<file path="src/rtl/mem_arbiter_if.sv">
// Request/response bundle between the fetch port, the data port, the arbiter and the shared memory.
// master = arbiter side, slave = requesters plus memory.
interface mem_arbiter_if #(
  parameter int DATA_W = 32
);
  logic              if_req;
  logic [DATA_W-1:0] if_addr;
  logic [DATA_W-1:0] if_rdata;
  logic              if_ready;

  logic              dm_req;
  logic              dm_we;
  logic [DATA_W-1:0] dm_addr;
  logic [DATA_W-1:0] dm_wdata;
  logic [DATA_W-1:0] dm_rdata;
  logic              dm_ready;

  logic              mem_req;
  logic              mem_we;
  logic [DATA_W-1:0] mem_addr;
  logic [DATA_W-1:0] mem_wdata;
  logic [DATA_W-1:0] mem_rdata;
  logic              mem_ack;

  logic              stall;
  logic              err;

  modport master (
    input  if_req, if_addr, dm_req, dm_we, dm_addr, dm_wdata, mem_rdata, mem_ack,
    output if_rdata, if_ready, dm_rdata, dm_ready,
    output mem_req, mem_we, mem_addr, mem_wdata, stall, err
  );

  modport slave (
    output if_req, if_addr, dm_req, dm_we, dm_addr, dm_wdata, mem_rdata, mem_ack,
    input  if_rdata, if_ready, dm_rdata, dm_ready,
    input  mem_req, mem_we, mem_addr, mem_wdata, stall, err
  );
endinterface

</file>
<file path="src/rtl/mem_arbiter.sv">
// Two-port (fetch/data) arbiter onto one memory; data has priority with a bounded burst. ARB_TIMEOUT_EN adds an ack watchdog.
// Latency: req at N, mem_req at N+1, ready at ack+1 (min N+2); requesters are held off by stall until their ready pulse.
module mem_arbiter #(
  parameter int DATA_W       = 32,
  parameter int DM_BURST_MAX = 4,
  parameter int TIMEOUT      = 15
) (
  input  logic          clk,
  input  logic          rst,
  mem_arbiter_if.master bus
);
  typedef enum logic [1:0] {IDLE, IF_BUSY, DM_BUSY} state_t;

  localparam int             BURST_W   = $clog2(DM_BURST_MAX + 1);
  localparam logic [BURST_W-1:0] BURST_MAX = BURST_W'(DM_BURST_MAX);

  state_t             state;
  logic [BURST_W-1:0] burst_cnt;
  logic               if_ok;
  logic               dm_ok;
  logic               if_win;
  logic               dm_win;
  logic               wd_fire;

  // A port whose ready is high this cycle is presenting a stale request.
  assign if_ok  = bus.if_req & ~bus.if_ready;
  assign dm_ok  = bus.dm_req & ~bus.dm_ready;
  // While the data port still asserts req (even in its ready cycle) it keeps priority until the burst saturates.
  assign if_win = if_ok & ((burst_cnt == BURST_MAX) | ~bus.dm_req);
  assign dm_win = dm_ok & ~if_win;

  assign bus.stall = (bus.if_req & ~bus.if_ready) | (bus.dm_req & ~bus.dm_ready);

`ifdef ARB_TIMEOUT_EN
  localparam int WD_W = $clog2(TIMEOUT + 1);
  logic [WD_W-1:0] wd_cnt;

  assign wd_fire = (state != IDLE) && !bus.mem_ack && (wd_cnt == WD_W'(TIMEOUT - 1));

  always_ff @(posedge clk or posedge rst) begin
    if (rst) begin
      wd_cnt <= '0;
    end else if (state == IDLE || bus.mem_ack || wd_fire) begin
      wd_cnt <= '0;
    end else begin
      wd_cnt <= wd_cnt + 1'b1;
    end
  end
`else
  localparam int unused_timeout = TIMEOUT;
  assign wd_fire = 1'b0;
`endif

  always_ff @(posedge clk or posedge rst) begin
    if (rst) begin
      state         <= IDLE;
      burst_cnt     <= '0;
      bus.mem_req   <= 1'b0;
      bus.mem_we    <= 1'b0;
      bus.mem_addr  <= {DATA_W{1'b0}};
      bus.mem_wdata <= {DATA_W{1'b0}};
      bus.if_ready  <= 1'b0;
      bus.dm_ready  <= 1'b0;
      bus.if_rdata  <= {DATA_W{1'b0}};
      bus.dm_rdata  <= {DATA_W{1'b0}};
      bus.err       <= 1'b0;
    end else begin
      bus.if_ready <= 1'b0;
      bus.dm_ready <= 1'b0;
      bus.err      <= wd_fire;
      case (state)
        IDLE: begin
          if (if_win) begin
            state        <= IF_BUSY;
            bus.mem_req  <= 1'b1;
            bus.mem_we   <= 1'b0;
            bus.mem_addr <= bus.if_addr;
            burst_cnt    <= '0;
          end else if (dm_win) begin
            state         <= DM_BUSY;
            bus.mem_req   <= 1'b1;
            bus.mem_we    <= bus.dm_we;
            bus.mem_addr  <= bus.dm_addr;
            bus.mem_wdata <= bus.dm_wdata;
            if (!bus.if_req) begin
              burst_cnt <= '0;
            end else if (burst_cnt != BURST_MAX) begin
              burst_cnt <= burst_cnt + 1'b1;
            end
          end else if (!bus.if_req) begin
            burst_cnt <= '0;
          end
        end
        IF_BUSY: begin
          if (bus.mem_ack || wd_fire) begin
            state        <= IDLE;
            bus.mem_req  <= 1'b0;
            bus.if_ready <= 1'b1;
            bus.if_rdata <= bus.mem_ack ? bus.mem_rdata : {DATA_W{1'b0}};
          end
        end
        DM_BUSY: begin
          if (bus.mem_ack || wd_fire) begin
            state        <= IDLE;
            bus.mem_req  <= 1'b0;
            bus.dm_ready <= 1'b1;
            // Stores leave the last load value visible.
            if (!bus.mem_we) begin
              bus.dm_rdata <= bus.mem_ack ? bus.mem_rdata : {DATA_W{1'b0}};
            end
          end
        end
        default: begin
          state       <= IDLE;
          bus.mem_req <= 1'b0;
        end
      endcase
    end
  end
endmodule

</file>
<file path="src/flat_wrapper.sv">
// flat-port wrapper written by rule: the top's interface ports become plain ports
module mem_arbiter_flat 
#(
  parameter int DATA_W       = 32,
  parameter int DM_BURST_MAX = 4,
  parameter int TIMEOUT      = 15
)
  (clk, rst, bus_if_req, bus_if_addr, bus_dm_req, bus_dm_we, bus_dm_addr, bus_dm_wdata, bus_mem_rdata, bus_mem_ack, bus_if_rdata, bus_if_ready, bus_dm_rdata, bus_dm_ready, bus_mem_req, bus_mem_we, bus_mem_addr, bus_mem_wdata, bus_stall, bus_err);
  mem_arbiter_if #(.DATA_W(DATA_W)) bus_i ();
  input  logic clk;
  input  logic rst;
  input wire logic [$bits(bus_i.if_req)-1:0] bus_if_req;
  input wire logic [$bits(bus_i.if_addr)-1:0] bus_if_addr;
  input wire logic [$bits(bus_i.dm_req)-1:0] bus_dm_req;
  input wire logic [$bits(bus_i.dm_we)-1:0] bus_dm_we;
  input wire logic [$bits(bus_i.dm_addr)-1:0] bus_dm_addr;
  input wire logic [$bits(bus_i.dm_wdata)-1:0] bus_dm_wdata;
  input wire logic [$bits(bus_i.mem_rdata)-1:0] bus_mem_rdata;
  input wire logic [$bits(bus_i.mem_ack)-1:0] bus_mem_ack;
  output wire logic [$bits(bus_i.if_rdata)-1:0] bus_if_rdata;
  output wire logic [$bits(bus_i.if_ready)-1:0] bus_if_ready;
  output wire logic [$bits(bus_i.dm_rdata)-1:0] bus_dm_rdata;
  output wire logic [$bits(bus_i.dm_ready)-1:0] bus_dm_ready;
  output wire logic [$bits(bus_i.mem_req)-1:0] bus_mem_req;
  output wire logic [$bits(bus_i.mem_we)-1:0] bus_mem_we;
  output wire logic [$bits(bus_i.mem_addr)-1:0] bus_mem_addr;
  output wire logic [$bits(bus_i.mem_wdata)-1:0] bus_mem_wdata;
  output wire logic [$bits(bus_i.stall)-1:0] bus_stall;
  output wire logic [$bits(bus_i.err)-1:0] bus_err;
  assign bus_i.if_req = bus_if_req;
  assign bus_i.if_addr = bus_if_addr;
  assign bus_i.dm_req = bus_dm_req;
  assign bus_i.dm_we = bus_dm_we;
  assign bus_i.dm_addr = bus_dm_addr;
  assign bus_i.dm_wdata = bus_dm_wdata;
  assign bus_i.mem_rdata = bus_mem_rdata;
  assign bus_i.mem_ack = bus_mem_ack;
  assign bus_if_rdata = bus_i.if_rdata;
  assign bus_if_ready = bus_i.if_ready;
  assign bus_dm_rdata = bus_i.dm_rdata;
  assign bus_dm_ready = bus_i.dm_ready;
  assign bus_mem_req = bus_i.mem_req;
  assign bus_mem_we = bus_i.mem_we;
  assign bus_mem_addr = bus_i.mem_addr;
  assign bus_mem_wdata = bus_i.mem_wdata;
  assign bus_stall = bus_i.stall;
  assign bus_err = bus_i.err;
  mem_arbiter #(.DATA_W(DATA_W), .DM_BURST_MAX(DM_BURST_MAX), .TIMEOUT(TIMEOUT)) u_core (.clk(clk), .rst(rst), .bus(bus_i));
endmodule
</file>
<file path="config.mk">
export PLATFORM = sky130hd
export DESIGN_NAME = mem_arbiter_flat
export DESIGN_NICKNAME = d
export VERILOG_FILES = /design/src/rtl/mem_arbiter_if.sv /design/src/rtl/mem_arbiter.sv /design/src/flat_wrapper.sv
export SDC_FILE = /design/constraint.sdc
export NUM_CORES = 1
export LEC_CHECK = 0
export BUFFER_PORTS_ARGS = -buffer_cell sky130_fd_sc_hd__buf_2
export CAP_MARGIN = 20
export CORE_MARGIN = 4
export CORE_UTILIZATION = 40
export CTS_BUF_LIST = sky130_fd_sc_hd__clkbuf_16
export CTS_CLUSTER_DIAMETER = 150
export DETAILED_ROUTE_END_ITERATION = 6
export GPL_ROUTABILITY_DRIVEN = 0
export PLACE_DENSITY = 0.81
export REMOVE_ABC_BUFFERS = 1
export SYNTH_ARGS = -nofsm -noshare
export SYNTH_HDL_FRONTEND = slang
export SYNTH_SLANG_ARGS = --single-unit
</file>
<file path="constraint.sdc">
create_clock -name clk -period 5.5 [get_ports clk]
set_clock_uncertainty 0.1 [all_clocks]
set_input_delay 0.55 -clock clk [delete_from_list [all_inputs] [get_ports clk]]
set_output_delay 0.55 -clock clk [all_outputs]
set_load 0.005 [all_outputs]
</file>
# After elaboration in Yosys (flattened, before gate mapping)
# Index checks and enable logic that the tools add are counted.
word_totals:
  regBits: 137
  inputBits: 134
  output_inout_bits: 134
  wordCells: 59
op_classes:
  add_sub_neg: 1
  n_eq_ne: 8
  mux: 20
  bitwise_logic: 11
  n_reduce_logical: 9
op_table:
  columns: ["cell", "count"]
  rows:
  - ["2-to-1 mux 32 bit", 2]
  - ["2-to-1 mux 3 bit", 5]
  - ["!= test 3 x 1 -> 1 bit (second input constant)", 3]
  - ["AND reduction 3 bit", 3]
  - ["2-to-1 mux 1 bit", 8]
  - ["2-to-1 mux 2 bit", 3]
  - ["AND reduction 2 bit", 3]
  - ["NOT 1 bit", 5]
  - ["bitwise AND 1 bit", 4]
  - ["one-hot mux 2 bit (2 select lines)", 1]
  - ["adder 3 x 1 -> 3 bit (second input constant)", 1]
  - ["== test 3 bit (second input constant)", 1]
  - ["!= test 3 bit (second input constant)", 1]
  - ["== test 2 x 1 -> 1 bit (second input constant)", 1]
  - ["== test 2 bit (second input constant)", 1]
  - ["logical NOT 2 bit", 1]
  - ["!= test 2 x 1 -> 1 bit (second input constant)", 1]
  - ["bitwise OR 1 bit", 2]
  - ["one-hot mux 1 bit (2 select lines)", 1]
  - ["nonzero test 2 bit", 1]
  - ["OR reduction 2 bit", 1]

# Depth between registers and ports, before layout
# Gate-level depths: netlist of the first run.
logic_depth:
  ltp_word: 8
  mapped_depth: 8
  depth_no_buf: 6

# Worst setup path before layout of the first run
# Ideal clock, no wire load.
synth_path:
  path_kind: "input port to flip-flop"
  from: "input bus_dm_req"
  to: "register u_core.bus.mem_wdata[0]"
  setup_ns: 0.125
  arrival_time_ns: 1.678
  t_required_ns: 5.275
  slack_ns: 3.597
  path_stages: 6
  path_buffers: 2
  cell_sequence: "nor2b_1 -> o21a_1 -> and2_1 -> buf_2 -> buf_6 -> mux2_4"
synth_between:
  elab_chain_len: 6
  word_cells_on_any_way: 7
  cone_classes: "6 x bitwise; 1 x reduce/logical"
synth_lines:
  columns: ["element", "line_no", "text"]
  rows:
  - ["start: declaration", "flat_wrapper.sv:14", "input wire logic [$bits(bus_i.dm_req)-1:0] bus_dm_req;"]
  - ["NOT 1 bit", "mem_arbiter.sv:29", "assign if_win = if_ok & ((burst_cnt == BURST_MAX) | ~bus.dm_req);"]
  - ["bitwise OR 1 bit", "mem_arbiter.sv:29", null]
  - ["bitwise AND 1 bit", "mem_arbiter.sv:29", null]
  - ["NOT 1 bit", "mem_arbiter.sv:30", "assign dm_win = dm_ok & ~if_win;"]
  - ["bitwise AND 1 bit", "mem_arbiter.sv:30", null]
  - ["AND reduction 3 bit (no source line) *", null, null]
  - ["end signal: assignment", "mem_arbiter.sv:61", "bus.mem_wdata <= {DATA_W{1'b0}};"]
  - ["end signal: assignment", "mem_arbiter.sv:84", "bus.mem_wdata <= bus.dm_wdata;"]
  - ["end: declaration", "mem_arbiter_if.sv:31", "output mem_req, mem_we, mem_addr, mem_wdata, stall, err"]
# Every way passes the cells marked *; elsewhere a longest branch is shown, timed or not.
# A chain may end at the register's enable or synchronous reset.

# Final worst setup path of the first run
layout_path:
  from: "register u_core.state[1]"
  to: "register u_core.bus.mem_wdata[29]"
layout_between:
  elab_chain_len: 2
layout_lines:
  columns: ["element", "line_no", "text"]
  rows:
  - ["start: declaration", "mem_arbiter.sv:17", "state_t state;"]
  - ["start signal: assignment", "mem_arbiter.sv:56", "state <= IDLE;"]
  - ["start signal: assignment", "mem_arbiter.sv:74", "state <= IF_BUSY;"]
  - ["start signal: assignment", "mem_arbiter.sv:80", "state <= DM_BUSY;"]
  - ["logical NOT 2 bit", "mem_arbiter.sv:71", "case (state)"]
  - ["AND reduction 3 bit (no source line)", null, null]
# No other way between the ends.

==> results of run 1 <==
## area by class of cell
class | instances | area [um2]
Clock inverter | 13 | 130
Inverter | 7 | 31.3
Tap cell | 180 | 225
Sequential cell | 137 | 3430
Timing Repair Buffer | 273 | 1380
Clock buffer | 17 | 425
Multi-Input combinational cell | 232 | 2170
Fill cell | 1188 | 6250
## power by group through the flow
stage	registers [mW]	clock network [mW]	logic (mW)
3_3_place_gp	1.75	0	1.66
3_5_place_dp	1.77	0	1.71
5_1_grt	1.83	1.15	1.83
6_report	1.77	1.07	1.67
4_1_cts	1.77	1.10	1.71
2_1_floorplan	1.80	0	0.873
## final timing paths
check | startpoint | end | slack [ns] | depth (start not counted)
setup / recovery | u_core.state[1] | u_core.bus.mem_wdata[29] | 2.81 | 5
hold / removal | rst | u_core.bus.mem_wdata[2] | 0.15 | 2
setup reg to reg | u_core.state[1] | u_core.bus.mem_wdata[29] | 2.81 | 5
hold reg to reg | u_core.bus.mem_addr[10] | u_core.bus.mem_addr[10] | 0.38 | 1
max in group asynchronous | rst | u_core.bus.dm_rdata[4] | 3.92 | 3
min in group clk | bus_dm_wdata[2] | u_core.bus.mem_wdata[2] | 0.27 | 2
## Yosys cell counts
library cell	n	area, um2
a21oi_1	3	15.0
mux2_4	30	450
mux2_1	1	11.3
buf_4	1	7.51
o211a_1	1	10.0
nand2b_1	3	18.8
mux2_2	65	732
nand4b_1	1	8.76
buf_2	7	35.0
and2_1	2	12.5
inv_1	7	26.3
a32o_1	1	10.0
a21boi_2	1	11.3
ha_1	5	62.6
dfrtp_1	137	3430
nand2b_2	1	8.76
buf_6	6	67.6
nor2_2	1	6.26
nand2_1	3	11.3
o211ai_1	1	7.51
o21a_1	2	15.0
o21ai_0	2	10.0
o21ai_2	1	8.76
nor2b_1	2	12.5
a211o_1	32	280
nand3_1	5	25.0
conb_1	1	3.75
and3_1	65	407
mux2i_1	2	20.0
o22a_1	1	8.76
clkbuf_1	13	48.8
buf_1	3	11.3
## per-layer routing
layer  vias to the layer above  part of all wire (%)
li1                       1989                     -
met5                         -                     0
met3                        15                   6.6
met4                         0                   1.2
met1                      2122                    42
met2                       149                    51
## flip-flops by register name, summed over array words and instances (netlist names)
name                  flops
u_core.burst_cnt          3
u_core.bus.dm_rdata      32
u_core.bus.dm_ready       1
u_core.bus.if_rdata      32
u_core.bus.if_ready       1
u_core.bus.mem_addr      32
u_core.bus.mem_req        1
u_core.bus.mem_wdata     32
u_core.bus.mem_we         1
u_core.state              2
## kinds of logic (layout without fill, tap and decap cells)
logic type | count (synthesis) | after routing
DFF | 137 | 137
muxes | 98 | 98
and+or+nand+nor | 83 | 83
AOI/OAI and AO/OA | 45 | 45
buffers and inverters | 37 | 310
adders and majority gates | 5 | 5
other | 1 | 1
## through the flow
step	cells	util (%)	instance area [um2]
floorplan	376	-	5620
finish	859	55.5	7790
global placement	829	51.6	7240
global route	859	55.5	7790
CTS	859	55.5	7790
detailed placement	829	51.6	7240
==> report_table.html, run 1 <==
<table>
<tr><th>Metric</th><th>Value</th></tr>
<tr><th colspan="2">Routing</th></tr>
<tr><td>Final antenna-violating net count</td><td>0</td></tr>
<tr><td>Iteration-0 DRC Markers</td><td>213</td></tr>
<tr><td>Number of detailed-route iterations in the first pass</td><td>4</td></tr>
<tr><td>Wire length per cell</td><td>17.4 um</td></tr>
<tr><td>Via-per-instance ratio</td><td>4.98</td></tr>
<tr><td>Routed WL</td><td>15.0 mm</td></tr>
<tr><td>Post-route DRC violation count</td><td>0</td></tr>
<tr><td>Via count</td><td>4275</td></tr>
<tr><th colspan="2">Synth</th></tr>
<tr><td>Multiplexer area fraction after synthesis</td><td>21.0%</td></tr>
<tr><td>Synth Area in Compound Gates</td><td>6.50%</td></tr>
<tr><td>Post-synthesis sequential area ratio</td><td>just under 60%</td></tr>
<tr><td>Cell area after synthesis</td><td>0.00579 mm2</td></tr>
<tr><td>Distinct cell type count of the synthesized netlist</td><td>32</td></tr>
<tr><td>Number of storage elements in the synthesis netlist</td><td>137</td></tr>
<tr><td>Mean instance size in the synthesized netlist</td><td>14.3 um2</td></tr>
<tr><td>Count of mapped cells out of synthesis</td><td>406</td></tr>
<tr><td>Number of synthesis warnings</td><td>0</td></tr>
<tr><td>Combinational family with the most area after synthesis</td><td>multiplexers</td></tr>
<tr><td>Adder-cell area share of the yosys netlist</td><td>1.08%</td></tr>
<tr><td>XOR/XNOR share of the synthesized area</td><td>0%</td></tr>
<tr><td>Post-synthesis share of cell area spent on and, or, nand and nor gates</td><td>8.81%</td></tr>
<tr><th colspan="2">Timing</th></tr>
<tr><td>Post-layout min period</td><td>2.69 ns</td></tr>
<tr><td>Final worst-path cycle share</td><td>49.0%</td></tr>
<tr><td>Final critical-path setup slack</td><td>2.81 ns</td></tr>
<tr><td>Slew of the pin with the lowest slew margin</td><td>1.03 ns</td></tr>
<tr><td>Rel. slew slack</td><td>31.4%</td></tr>
<tr><td>Number of pins with negative max-slew slack in the final report</td><td>0</td></tr>
<tr><td>Number of hold violations in the final report</td><td>0</td></tr>
<tr><td>Final total negative setup slack</td><td>0 ns</td></tr>
<tr><td>Unrepaired setup endpoints after global routing</td><td>false</td></tr>
<tr><td>Final setup violation count</td><td>0</td></tr>
<tr><td>Fmax achieved</td><td>0.371 GHz</td></tr>
<tr><td>Worst Hold Slack</td><td>0.154 ns</td></tr>
<tr><th colspan="2">Outcome</th></tr>
<tr><td>Result of the run</td><td>finished clean</td></tr>
<tr><th colspan="2">Global route</th></tr>
<tr><td>Pin count of the biggest net entering global routing</td><td>81</td></tr>
<tr><td>Number of antenna violations at the first check in global routing</td><td>0</td></tr>
<tr><td>Number of global-route vias before repair</td><td>4560</td></tr>
<tr><td>Grt met2 use</td><td>31.1%</td></tr>
<tr><td>Busiest layer in global routing</td><td>met2</td></tr>
<tr><td>Overflow left after global routing</td><td>0</td></tr>
<tr><td>Met1 layer usage reported by global route</td><td>between 20% and 30%</td></tr>
<tr><td>Gr usage total</td><td>18.3%</td></tr>
<tr><td>First-pass GRT wire length</td><td>23.4 mm</td></tr>
<tr><td>Global routing usage on met3</td><td>5.94%</td></tr>
<tr><th colspan="2">Clock network</th></tr>
<tr><td>Number of cells upsized or downsized after cts</td><td>0</td></tr>
<tr><td>Total CTS buffers</td><td>17</td></tr>
<tr><td>Clock Sinks</td><td>137</td></tr>
<tr><td>Cts hold-fix bufs</td><td>0</td></tr>
<tr><td>Level count of the clock H-tree</td><td>4</td></tr>
<tr><td>Clock tree from TritonCTS</td><td>built</td></tr>
<tr><td>Post-CTS setup buffers</td><td>0</td></tr>
<tr><td>Master cell of the clock root buffer</td><td>clkbuf_16</td></tr>
<tr><td>Insertion delay to the later sink of the worst-skew pair</td><td>~0.40 ns</td></tr>
<tr><td>Number of buffers between clock root and the deepest sink</td><td>2</td></tr>
<tr><td>Clock slew seen by the registers of the worst setup and hold paths</td><td>about 0.060 ns</td></tr>
<tr><th colspan="2">Pwr</th></tr>
<tr><td>Switching power</td><td>1.39 mW</td></tr>
<tr><td>Power density relative to cell area</td><td>578 mW/mm2</td></tr>
<tr><td>Total internal power</td><td>3.12 mW</td></tr>
<tr><td>Sw frac</td><td>a little under a third</td></tr>
<tr><td>Maximum resistive drop on vdd</td><td>0.301 mV</td></tr>
<tr><td>Sequential fraction of design power</td><td>39.2%</td></tr>
<tr><td>Clk network pwr share</td><td>23.8%</td></tr>
<tr><td>Part of the power in combinational logic</td><td>37.0%</td></tr>
<tr><td>Total Power</td><td>between 4 and 5 mW</td></tr>
<tr><td>Leak Pwr</td><td>4.30 nW</td></tr>
<tr><th colspan="2">Die</th></tr>
<tr><td>Die Ht</td><td>~130 um</td></tr>
<tr><td>Starting density of the core</td><td>41.2%</td></tr>
<tr><td>Full die area</td><td>0.0165 mm2</td></tr>
<tr><td>Standard cell core area</td><td>about 0.014 mm2</td></tr>
<tr><td>Row Count</td><td>43</td></tr>
<tr><td>Die W</td><td>128 um</td></tr>
<tr><td>I/O pin count</td><td>268</td></tr>
<tr><th colspan="2">Flow run</th></tr>
<tr><td>Reported max-cap violation count</td><td>0</td></tr>
<tr><th colspan="2">Finish</th></tr>
<tr><td>Most used cells in the layout excluding fill and tap cells</td><td>266 x buf_2, 137 x dfrtp_1, 65 x mux2_2, 65 x and3_1, 32 x a211o_1</td></tr>
<tr><td>Layout area overhead</td><td>34.6%</td></tr>
<tr><td>Final #Nets</td><td>approximately 800</td></tr>
<tr><td>Proportion of layout cells with a drive suffix above 1</td><td>59.2%</td></tr>
<tr><td>Most frequent standard cell in the layout excluding fill and tap cells</td><td>buf_2</td></tr>
<tr><td>Number of diodes</td><td>0</td></tr>
<tr><th colspan="2">Place</th></tr>
<tr><td>Placed wire-length estimate after detailed placement</td><td>10.8 mm</td></tr>
<tr><td>PortBufs</td><td>266</td></tr>
<tr><td>Worst slack, placed</td><td>2.79 ns</td></tr>
<tr><th colspan="2">Critical path</th></tr>
<tr><td>Data required time at the worst endpoint</td><td>roughly 5.7 ns</td></tr>
<tr><td>Setup CP Type</td><td>flip-flop to flip-flop</td></tr>
<tr><td>Crit. End Element</td><td>flip-flop</td></tr>
<tr><td>Master of the slowest instance on the critical path</td><td>and2_2</td></tr>
<tr><td>Number of buffer and inverter stages on the critical path</td><td>2</td></tr>
<tr><td>Cells along the critical path</td><td>inv_1 &gt; ha_2 &gt; buf_4 &gt; and2_2 &gt; mux2_2</td></tr>
<tr><td>Kind of launch point of the worst setup path</td><td>flip-flop</td></tr>
<tr><td>Biggest fanout along the worst timing path</td><td>73</td></tr>
<tr><td>Slowest Stage Delay on Critical Path</td><td>0.94 ns</td></tr>
<tr><td>Critical Path AT</td><td>2.88 ns</td></tr>
<tr><td>Family with the most delay on the worst path</td><td>simple AND/OR/NAND/NOR gates</td></tr>
<tr><th colspan="2">Worst hold path</th></tr>
<tr><td>Type of the most critical hold path</td><td>input port to asynchronous set/reset pin</td></tr>
</table>
No activity file was read; power rests on OpenSTA's default activity.
==> run 2, diff against run 1 <==
- clock period: 5.5 -> 2.8 ns (I/O delays scaled with it)
==> run 2 against run 1 <==
Critical path depth up 2. Worst hold slack worse by 0.14 ns. Register-to-register slack worse by 2.0 ns.
==> report_table.html, run 2 (synthesis gave the netlist of run 1 again) <==
<table>
<tr><th>Metric</th><th>Value</th></tr>
<tr><th colspan="2">Routing</th></tr>
<tr><td>Via-per-instance ratio</td><td>4.97</td></tr>
<tr><td>Routed WL</td><td>16.6 mm</td></tr>
<tr><td>Final antenna-violating net count</td><td>0</td></tr>
<tr><td>Number of detailed-route iterations in the first pass</td><td>4</td></tr>
<tr><td>Post-route DRC violation count</td><td>0</td></tr>
<tr><td>Wire length per cell</td><td>18.1 um</td></tr>
<tr><td>Via count</td><td>4563</td></tr>
<tr><td>Iteration-0 DRC Markers</td><td>259</td></tr>
<tr><th colspan="2">Die</th></tr>
<tr><td>Die Ht</td><td>between 100 and 150 um</td></tr>
<tr><td>Standard cell core area</td><td>0.0140 mm2</td></tr>
<tr><td>I/O pin count</td><td>around 270</td></tr>
<tr><td>Full die area</td><td>0.0165 mm2</td></tr>
<tr><td>Row Count</td><td>43</td></tr>
<tr><td>Starting density of the core</td><td>41.2%</td></tr>
<tr><td>Die W</td><td>128 um</td></tr>
<tr><th colspan="2">Pwr</th></tr>
<tr><td>Sequential fraction of design power</td><td>a little under two fifths</td></tr>
<tr><td>Clk network pwr share</td><td>approximately a quarter</td></tr>
<tr><td>Total Power</td><td>approximately 9 mW</td></tr>
<tr><td>Power density relative to cell area</td><td>roughly 1100 mW/mm2</td></tr>
<tr><td>Part of the power in combinational logic</td><td>36.8%</td></tr>
<tr><td>Maximum resistive drop on vdd</td><td>around 0.69 mV</td></tr>
<tr><td>Leak Pwr</td><td>4.58 nW</td></tr>
<tr><td>Total internal power</td><td>6.39 mW</td></tr>
<tr><td>Switching power</td><td>2.86 mW</td></tr>
<tr><td>Sw frac</td><td>30.9%</td></tr>
<tr><th colspan="2">Critical path</th></tr>
<tr><td>Critical Path AT</td><td>2.25 ns</td></tr>
<tr><td>Setup CP Type</td><td>flip-flop to flip-flop</td></tr>
<tr><td>R2r startpoint</td><td>u_core.burst_cnt[0]</td></tr>
<tr><td>Biggest fanout along the worst timing path</td><td>32</td></tr>
<tr><td>Data required time at the worst endpoint</td><td>between 3 and 4 ns</td></tr>
<tr><td>Kind of launch point of the worst setup path</td><td>flip-flop</td></tr>
<tr><td>Start point of the critical path</td><td>u_core.burst_cnt[0]</td></tr>
<tr><td>Crit. End Element</td><td>flip-flop</td></tr>
<tr><th colspan="2">Global route</th></tr>
<tr><td>Number of global-route vias before repair</td><td>5123</td></tr>
<tr><td>First-pass GRT wire length</td><td>26.6 mm</td></tr>
<tr><td>Gr usage total</td><td>20.7%</td></tr>
<tr><td>Pin count of the biggest net entering global routing</td><td>67</td></tr>
<tr><td>Overflow left after global routing</td><td>0</td></tr>
<tr><td>Number of antenna violations at the first check in global routing</td><td>0</td></tr>
<tr><th colspan="2">Clock network</th></tr>
<tr><td>Clock Sinks</td><td>between 100 and 150</td></tr>
<tr><td>Cts hold-fix bufs</td><td>53</td></tr>
<tr><td>Master cell of the clock root buffer</td><td>clkbuf_16</td></tr>
<tr><td>Insertion delay to the later sink of the worst-skew pair</td><td>between 0.4 and 0.5 ns</td></tr>
<tr><td>Clock slew seen by the registers of the worst setup and hold paths</td><td>about 0.060 ns</td></tr>
<tr><td>Number of cells upsized or downsized after cts</td><td>0</td></tr>
<tr><td>Number of buffers between clock root and the deepest sink</td><td>2</td></tr>
<tr><td>Clock tree from TritonCTS</td><td>built</td></tr>
<tr><td>Level count of the clock H-tree</td><td>4</td></tr>
<tr><td>Post-CTS setup buffers</td><td>0</td></tr>
<tr><td>Total CTS buffers</td><td>17</td></tr>
<tr><th colspan="2">Timing</th></tr>
<tr><td>Final critical-path setup slack</td><td>0.760 ns</td></tr>
<tr><td>Number of pins with negative max-slew slack in the final report</td><td>0</td></tr>
<tr><td>Final setup violation count</td><td>0</td></tr>
<tr><td>Post-layout min period</td><td>2.04 ns</td></tr>
<tr><td>Final total negative setup slack</td><td>0 ns</td></tr>
<tr><td>Fmax achieved</td><td>0.490 GHz</td></tr>
<tr><td>Rel. slew slack</td><td>~66%</td></tr>
<tr><td>Number of hold violations in the final report</td><td>0</td></tr>
<tr><td>Final worst-path cycle share</td><td>72.9%</td></tr>
<tr><td>Unrepaired setup endpoints after global routing</td><td>false</td></tr>
<tr><td>Worst Hold Slack</td><td>0.00983 ns</td></tr>
<tr><td>Slew of the pin with the lowest slew margin</td><td>0.505 ns</td></tr>
<tr><th colspan="2">Worst hold path</th></tr>
<tr><td>Min-delay src</td><td>bus_mem_rdata[0]</td></tr>
<tr><td>Type of the most critical hold path</td><td>input port to flip-flop</td></tr>
<tr><th colspan="2">Finish</th></tr>
<tr><td>Final Core Density</td><td>60.2%</td></tr>
<tr><td>Number of standard cells in the layout, taps in and fillers out</td><td>918</td></tr>
<tr><td>Fill cell total of the finished layout</td><td>between 1k and 1.5k</td></tr>
<tr><td>Final #Nets</td><td>between 800 and 900</td></tr>
<tr><td>Most frequent standard cell in the layout excluding fill and tap cells</td><td>buf_2</td></tr>
<tr><td>Layout area overhead</td><td>45.9%</td></tr>
<tr><td>Proportion of layout cells with a drive suffix above 1</td><td>55.2%</td></tr>
<tr><td>Most used cells in the layout excluding fill and tap cells</td><td>266 x buf_2, 137 x dfrtp_1, 65 x mux2_2, 65 x and3_1, 54 x dlygate4sd3_1</td></tr>
<tr><td>Post-Layout Inst Area</td><td>0.00845 mm2</td></tr>
<tr><th colspan="2">Place</th></tr>
<tr><td>Placed wire-length estimate after detailed placement</td><td>11.2 mm</td></tr>
<tr><td>Worst slack, placed</td><td>about 0.75 ns</td></tr>
<tr><td>Number of placed cells counting well taps</td><td>831</td></tr>
<tr><td>PortBufs</td><td>266</td></tr>
<tr><td>Total placed instance area</td><td>0.00728 mm2</td></tr>
<tr><th colspan="2">Outcome</th></tr>
<tr><td>Result of the run</td><td>finished clean</td></tr>
<tr><th colspan="2">Flow run</th></tr>
<tr><td>Reported max-cap violation count</td><td>0</td></tr>
</table>
[run 2: final cells by class]
cell class | count | area [um2] | share of cell area [%]
clock buffers | 17 | 425 | 5.03
inverters | 7 | 31.3 | 0.370
well taps | 180 | 225 | 2.67
diodes | 1 | 2.50 | 0.0296
repair buffers | 329 | 1960 | 23.2
clock inverters | 15 | 201 | 2.38
flip-flops and latches | 137 | 3430 | 40.6
multi-input cells | 232 | 2170 | 25.7
[run 2: routing by layer]
metal,up-vias,global-route usage (%),part of all wire [%]
met2,187,35.3,51
met1,2239,24.0,39
met5,-,0,0
met3,39,6.93,7.6
met4,0,8.36,2.7
li1,2098,-,-
[run 2: path summary, 6_finish.rpt]
kind                       cells past startpoint                       end  slack (ns)
max                                            7  u_core.bus.mem_wdata[29]        0.76
min                                            2    u_core.bus.if_rdata[0]        0.01
max reg2reg                                    7  u_core.bus.mem_wdata[29]        0.76
min reg2reg                                    1   u_core.bus.mem_addr[27]        0.38
max in group asynchronous                      4   u_core.bus.dm_rdata[21]        1.50
min in group asynchronous                      3   u_core.bus.dm_rdata[25]        0.36
[run 2: worst max-delay path, cell delays in order (launching register included)]
cell and delay (ns):
dfrtp_1 0.35, inv_1 0.07, ha_1 0.21, a21boi_2 0.23, o21a_1 0.18, and2_2 0.18
buf_12 0.24, mux2_2 0.37
[run 2: power by group through the flow]
stage,combinational (mW),clock [mW],sequential (mW)
2_1_floorplan,1.71,0,3.54
3_3_place_gp,3.28,0,3.44
3_5_place_dp,3.38,0,3.48
4_1_cts,3.43,2.40,3.48
5_1_grt,3.72,2.52,3.60
6_report,3.40,2.37,3.48
==> run 3, diff against run 2 <==
- PLACE_DENSITY: 0.81 -> 0.84
- clock period: 2.8 -> 1.65 ns (I/O delays scaled with it)
==> run 3 against run 2 <==
The run now ends with setup timing left. Maximum frequency up 11%. Routed wire length increased by 42%. Combinational power up 130%. Power grew 98%. Die area did not move. Count of clock-buffer cells in the layout is the same. Final area increased by 23%. Global-route usage grew 6.5 points. Critical path depth up 1. Critical endpoint is now u_core.bus.mem_wdata[9]. Largest cell class is now buffers.
==> report_table.html, run 3 (synthesis gave the netlist of run 1 again) <==
<table>
<tr><th>Metric</th><th>Value</th></tr>
<tr><th colspan="2">Routing</th></tr>
<tr><td>Via-per-instance ratio</td><td>5.30</td></tr>
<tr><td>Iteration-0 DRC Markers</td><td>311</td></tr>
<tr><td>Final antenna-violating net count</td><td>0</td></tr>
<tr><td>Post-route DRC violation count</td><td>0</td></tr>
<tr><td>Routed WL</td><td>23.5 mm</td></tr>
<tr><td>Wire length per cell</td><td>22.4 um</td></tr>
<tr><td>Number of detailed-route iterations in the first pass</td><td>4</td></tr>
<tr><td>Via count</td><td>5561</td></tr>
<tr><th colspan="2">Flow run</th></tr>
<tr><td>Reported max-cap violation count</td><td>0</td></tr>
<tr><th colspan="2">Die</th></tr>
<tr><td>Die W</td><td>128 um</td></tr>
<tr><td>Starting density of the core</td><td>41.2%</td></tr>
<tr><td>Row Count</td><td>43</td></tr>
<tr><td>Die Ht</td><td>128 um</td></tr>
<tr><td>Standard cell core area</td><td>between 0.01 and 0.015 mm2</td></tr>
<tr><td>Full die area</td><td>approximately 0.016 mm2</td></tr>
<tr><td>I/O pin count</td><td>268</td></tr>
<tr><th colspan="2">Critical path</th></tr>
<tr><td>R2R setup slack</td><td>-0.19 ns</td></tr>
<tr><td>Kind of launch point of the worst setup path</td><td>flip-flop</td></tr>
<tr><td>Crit. End Element</td><td>flip-flop</td></tr>
<tr><td>Critical Path AT</td><td>2.05 ns</td></tr>
<tr><td>Setup CP Type</td><td>flip-flop to flip-flop</td></tr>
<tr><td>R2r startpoint</td><td>u_core.burst_cnt[0]</td></tr>
<tr><td>Cells along the critical path</td><td>inv_2 &gt; ha_4 &gt; a21boi_2 &gt; o21a_1 &gt; and2_4 &gt; buf_12 &gt; buf_16 &gt; mux2_4</td></tr>
<tr><td>Number of buffer and inverter stages on the critical path</td><td>3</td></tr>
<tr><td>Biggest fanout along the worst timing path</td><td>6</td></tr>
<tr><td>Data required time at the worst endpoint</td><td>~1.9 ns</td></tr>
<tr><td>Slowest Stage Delay on Critical Path</td><td>0.36 ns</td></tr>
<tr><td>Master of the slowest instance on the critical path</td><td>dfrtp_1</td></tr>
<tr><td>Family with the most delay on the worst path</td><td>flip-flops</td></tr>
<tr><td>R2R Path End</td><td>u_core.bus.mem_wdata[9]</td></tr>
<tr><td>Register-to-Register Path Depth</td><td>8</td></tr>
<tr><th colspan="2">Global route</th></tr>
<tr><td>First-pass GRT wire length</td><td>between 30 and 40 mm</td></tr>
<tr><td>Gr usage total</td><td>approximately 27%</td></tr>
<tr><td>Number of global-route vias before repair</td><td>6207</td></tr>
<tr><td>Overflow left after global routing</td><td>0</td></tr>
<tr><td>Number of antenna violations at the first check in global routing</td><td>5</td></tr>
<tr><td>Pin count of the biggest net entering global routing</td><td>39</td></tr>
<tr><th colspan="2">Timing</th></tr>
<tr><td>Fmax achieved</td><td>around 0.54 GHz</td></tr>
<tr><td>Final critical-path setup slack</td><td>-0.190 ns</td></tr>
<tr><td>Post-layout min period</td><td>about 1.8 ns</td></tr>
<tr><td>Final setup violation count</td><td>just under 100</td></tr>
<tr><td>Unrepaired setup endpoints after global routing</td><td>true</td></tr>
<tr><td>Number of hold violations in the final report</td><td>0</td></tr>
<tr><td>Final total negative setup slack</td><td>-12.65 ns</td></tr>
<tr><td>Final worst-path cycle share</td><td>111%</td></tr>
<tr><td>Number of pins with negative max-slew slack in the final report</td><td>0</td></tr>
<tr><th colspan="2">Finish</th></tr>
<tr><td>Proportion of layout cells with a drive suffix above 1</td><td>57.8%</td></tr>
<tr><td>Layout area overhead</td><td>80.0%</td></tr>
<tr><td>Final #Nets</td><td>990</td></tr>
<tr><td>Most frequent standard cell in the layout excluding fill and tap cells</td><td>buf_2</td></tr>
<tr><td>Fill cell total of the finished layout</td><td>819</td></tr>
<tr><td>Final Core Density</td><td>74.3%</td></tr>
<tr><td>Most used cells in the layout excluding fill and tap cells</td><td>266 x buf_2, 137 x dfrtp_1, 130 x dlygate4sd3_1, 84 x mux2_4, 37 x and3_1</td></tr>
<tr><th colspan="2">Clock network</th></tr>
<tr><td>Number of buffers between clock root and the deepest sink</td><td>2</td></tr>
<tr><td>Total CTS buffers</td><td>17</td></tr>
<tr><td>Clock Sinks</td><td>~140</td></tr>
<tr><td>Master cell of the clock root buffer</td><td>clkbuf_16</td></tr>
<tr><td>Insertion delay to the later sink of the worst-skew pair</td><td>around 0.41 ns</td></tr>
<tr><td>Clock tree from TritonCTS</td><td>built</td></tr>
<tr><td>Clock slew seen by the registers of the worst setup and hold paths</td><td>0.07 ns</td></tr>
<tr><td>Level count of the clock H-tree</td><td>4</td></tr>
<tr><th colspan="2">Outcome</th></tr>
<tr><td>Violated checks</td><td>setup timing</td></tr>
<tr><td>Result of the run</td><td>finished with violations</td></tr>
<tr><th colspan="2">Place</th></tr>
<tr><td>Placed wire-length estimate after detailed placement</td><td>11.9 mm</td></tr>
<tr><td>PortBufs</td><td>266</td></tr>
<tr><th colspan="2">Worst hold path</th></tr>
<tr><td>Endpoint, Worst Hold</td><td>u_core.state[0]</td></tr>
<tr><td>Type of the most critical hold path</td><td>input port to flip-flop</td></tr>
<tr><td>Hold Path Depth</td><td>4</td></tr>
<tr><td>Min-delay src</td><td>bus_dm_req</td></tr>
<tr><th colspan="2">Pwr</th></tr>
<tr><td>Leak Pwr</td><td>5.55 nW</td></tr>
<tr><td>Power density relative to cell area</td><td>1750 mW/mm2</td></tr>
<tr><td>Maximum resistive drop on vdd</td><td>1.04 mV</td></tr>
</table>
run 3: what timing repair did:
item | in CTS | in global routing
cloned | 8 | 4
resized for setup | 50 | 75
pin swaps | 7 | 18
hold buffers | 130 | 0
hold endpoints to repair | 240 | 0
setup buffers | 11 | 6
endpoints found under the setup margin | 130 | 132
run 3: how the worst max path moves through the flow:
stage / start / to / slack [ns] / depth (start not counted)
6_report: u_core.burst_cnt[0] / u_core.bus.mem_wdata[9] / -0.19 / 8
3_5_place_dp: u_core.burst_cnt[1] / u_core.bus.mem_addr[22] / -0.27 / 8
4_1_cts: u_core.burst_cnt[1] / u_core.bus.mem_wdata[25] / -0.22 / 8
5_1_grt: u_core.state[0] / u_core.burst_cnt[1] / -0.30 / 5
2_1_floorplan: rst / u_core.burst_cnt[0] / -2.28 / 1
3_3_place_gp: u_core.burst_cnt[0] / u_core.bus.mem_wdata[30] / -0.21 / 7
run 3: metrics by stage:
stage,hold WS [ns],cell area [um2],std cells,setup slack [ns],power (mW)
2_1_floorplan,0.197,5620,376,-2.28,8.92
4_1_cts,0.0660,10000,1036,-0.218,17.3
5_1_grt,0.0956,10400,1049,-0.295,19.1
3_3_place_gp,0.0913,7540,856,-0.207,11.7
3_5_place_dp,0.0959,7540,856,-0.274,12.0
6_report,0.0871,10400,1049,-0.190,18.3
run 3: area by class of cell:
cell class	instances	area, um2	area share [%]
timing repair buffer	456	3480	33.4
sequential	137	3430	32.9
multi-input combinational	232	2600	24.9
clock buffer	17	425	4.08
clock inverter	15	226	2.17
tap	180	225	2.16
inverter	7	31.3	0.300
antenna	5	12.5	0.120
run 3: worst reg2reg max path: cells and delay by family (launching register included):
kind,cells,cell delay [ns]
DFF,1,0.36
buffers and inverters,3,0.32
muxes,1,0.32
AOI/OAI and AO/OA,2,0.30
and+or+nand+nor,1,0.19
adders and majority gates,1,0.15
run 3: power by group:
group / total [mW] / internal (mW) / leakage [nW] / switching [mW]
Sequential: 6.12 / 5.03 / 1.65 / 1.09
Clock: 4.23 / 2.69 / 0.316 / 1.54
Combinational: 7.93 / 4.75 / 3.58 / 3.19
run 3: routing by layer:
metal	vias up	global-route usage, %	share of wire, %
met2	338	47.6	52
met5	-	0	0
met1	2740	28.9	36
li1	2371	-	-
met3	112	6.97	6.6
met4	0	18.2	6.0
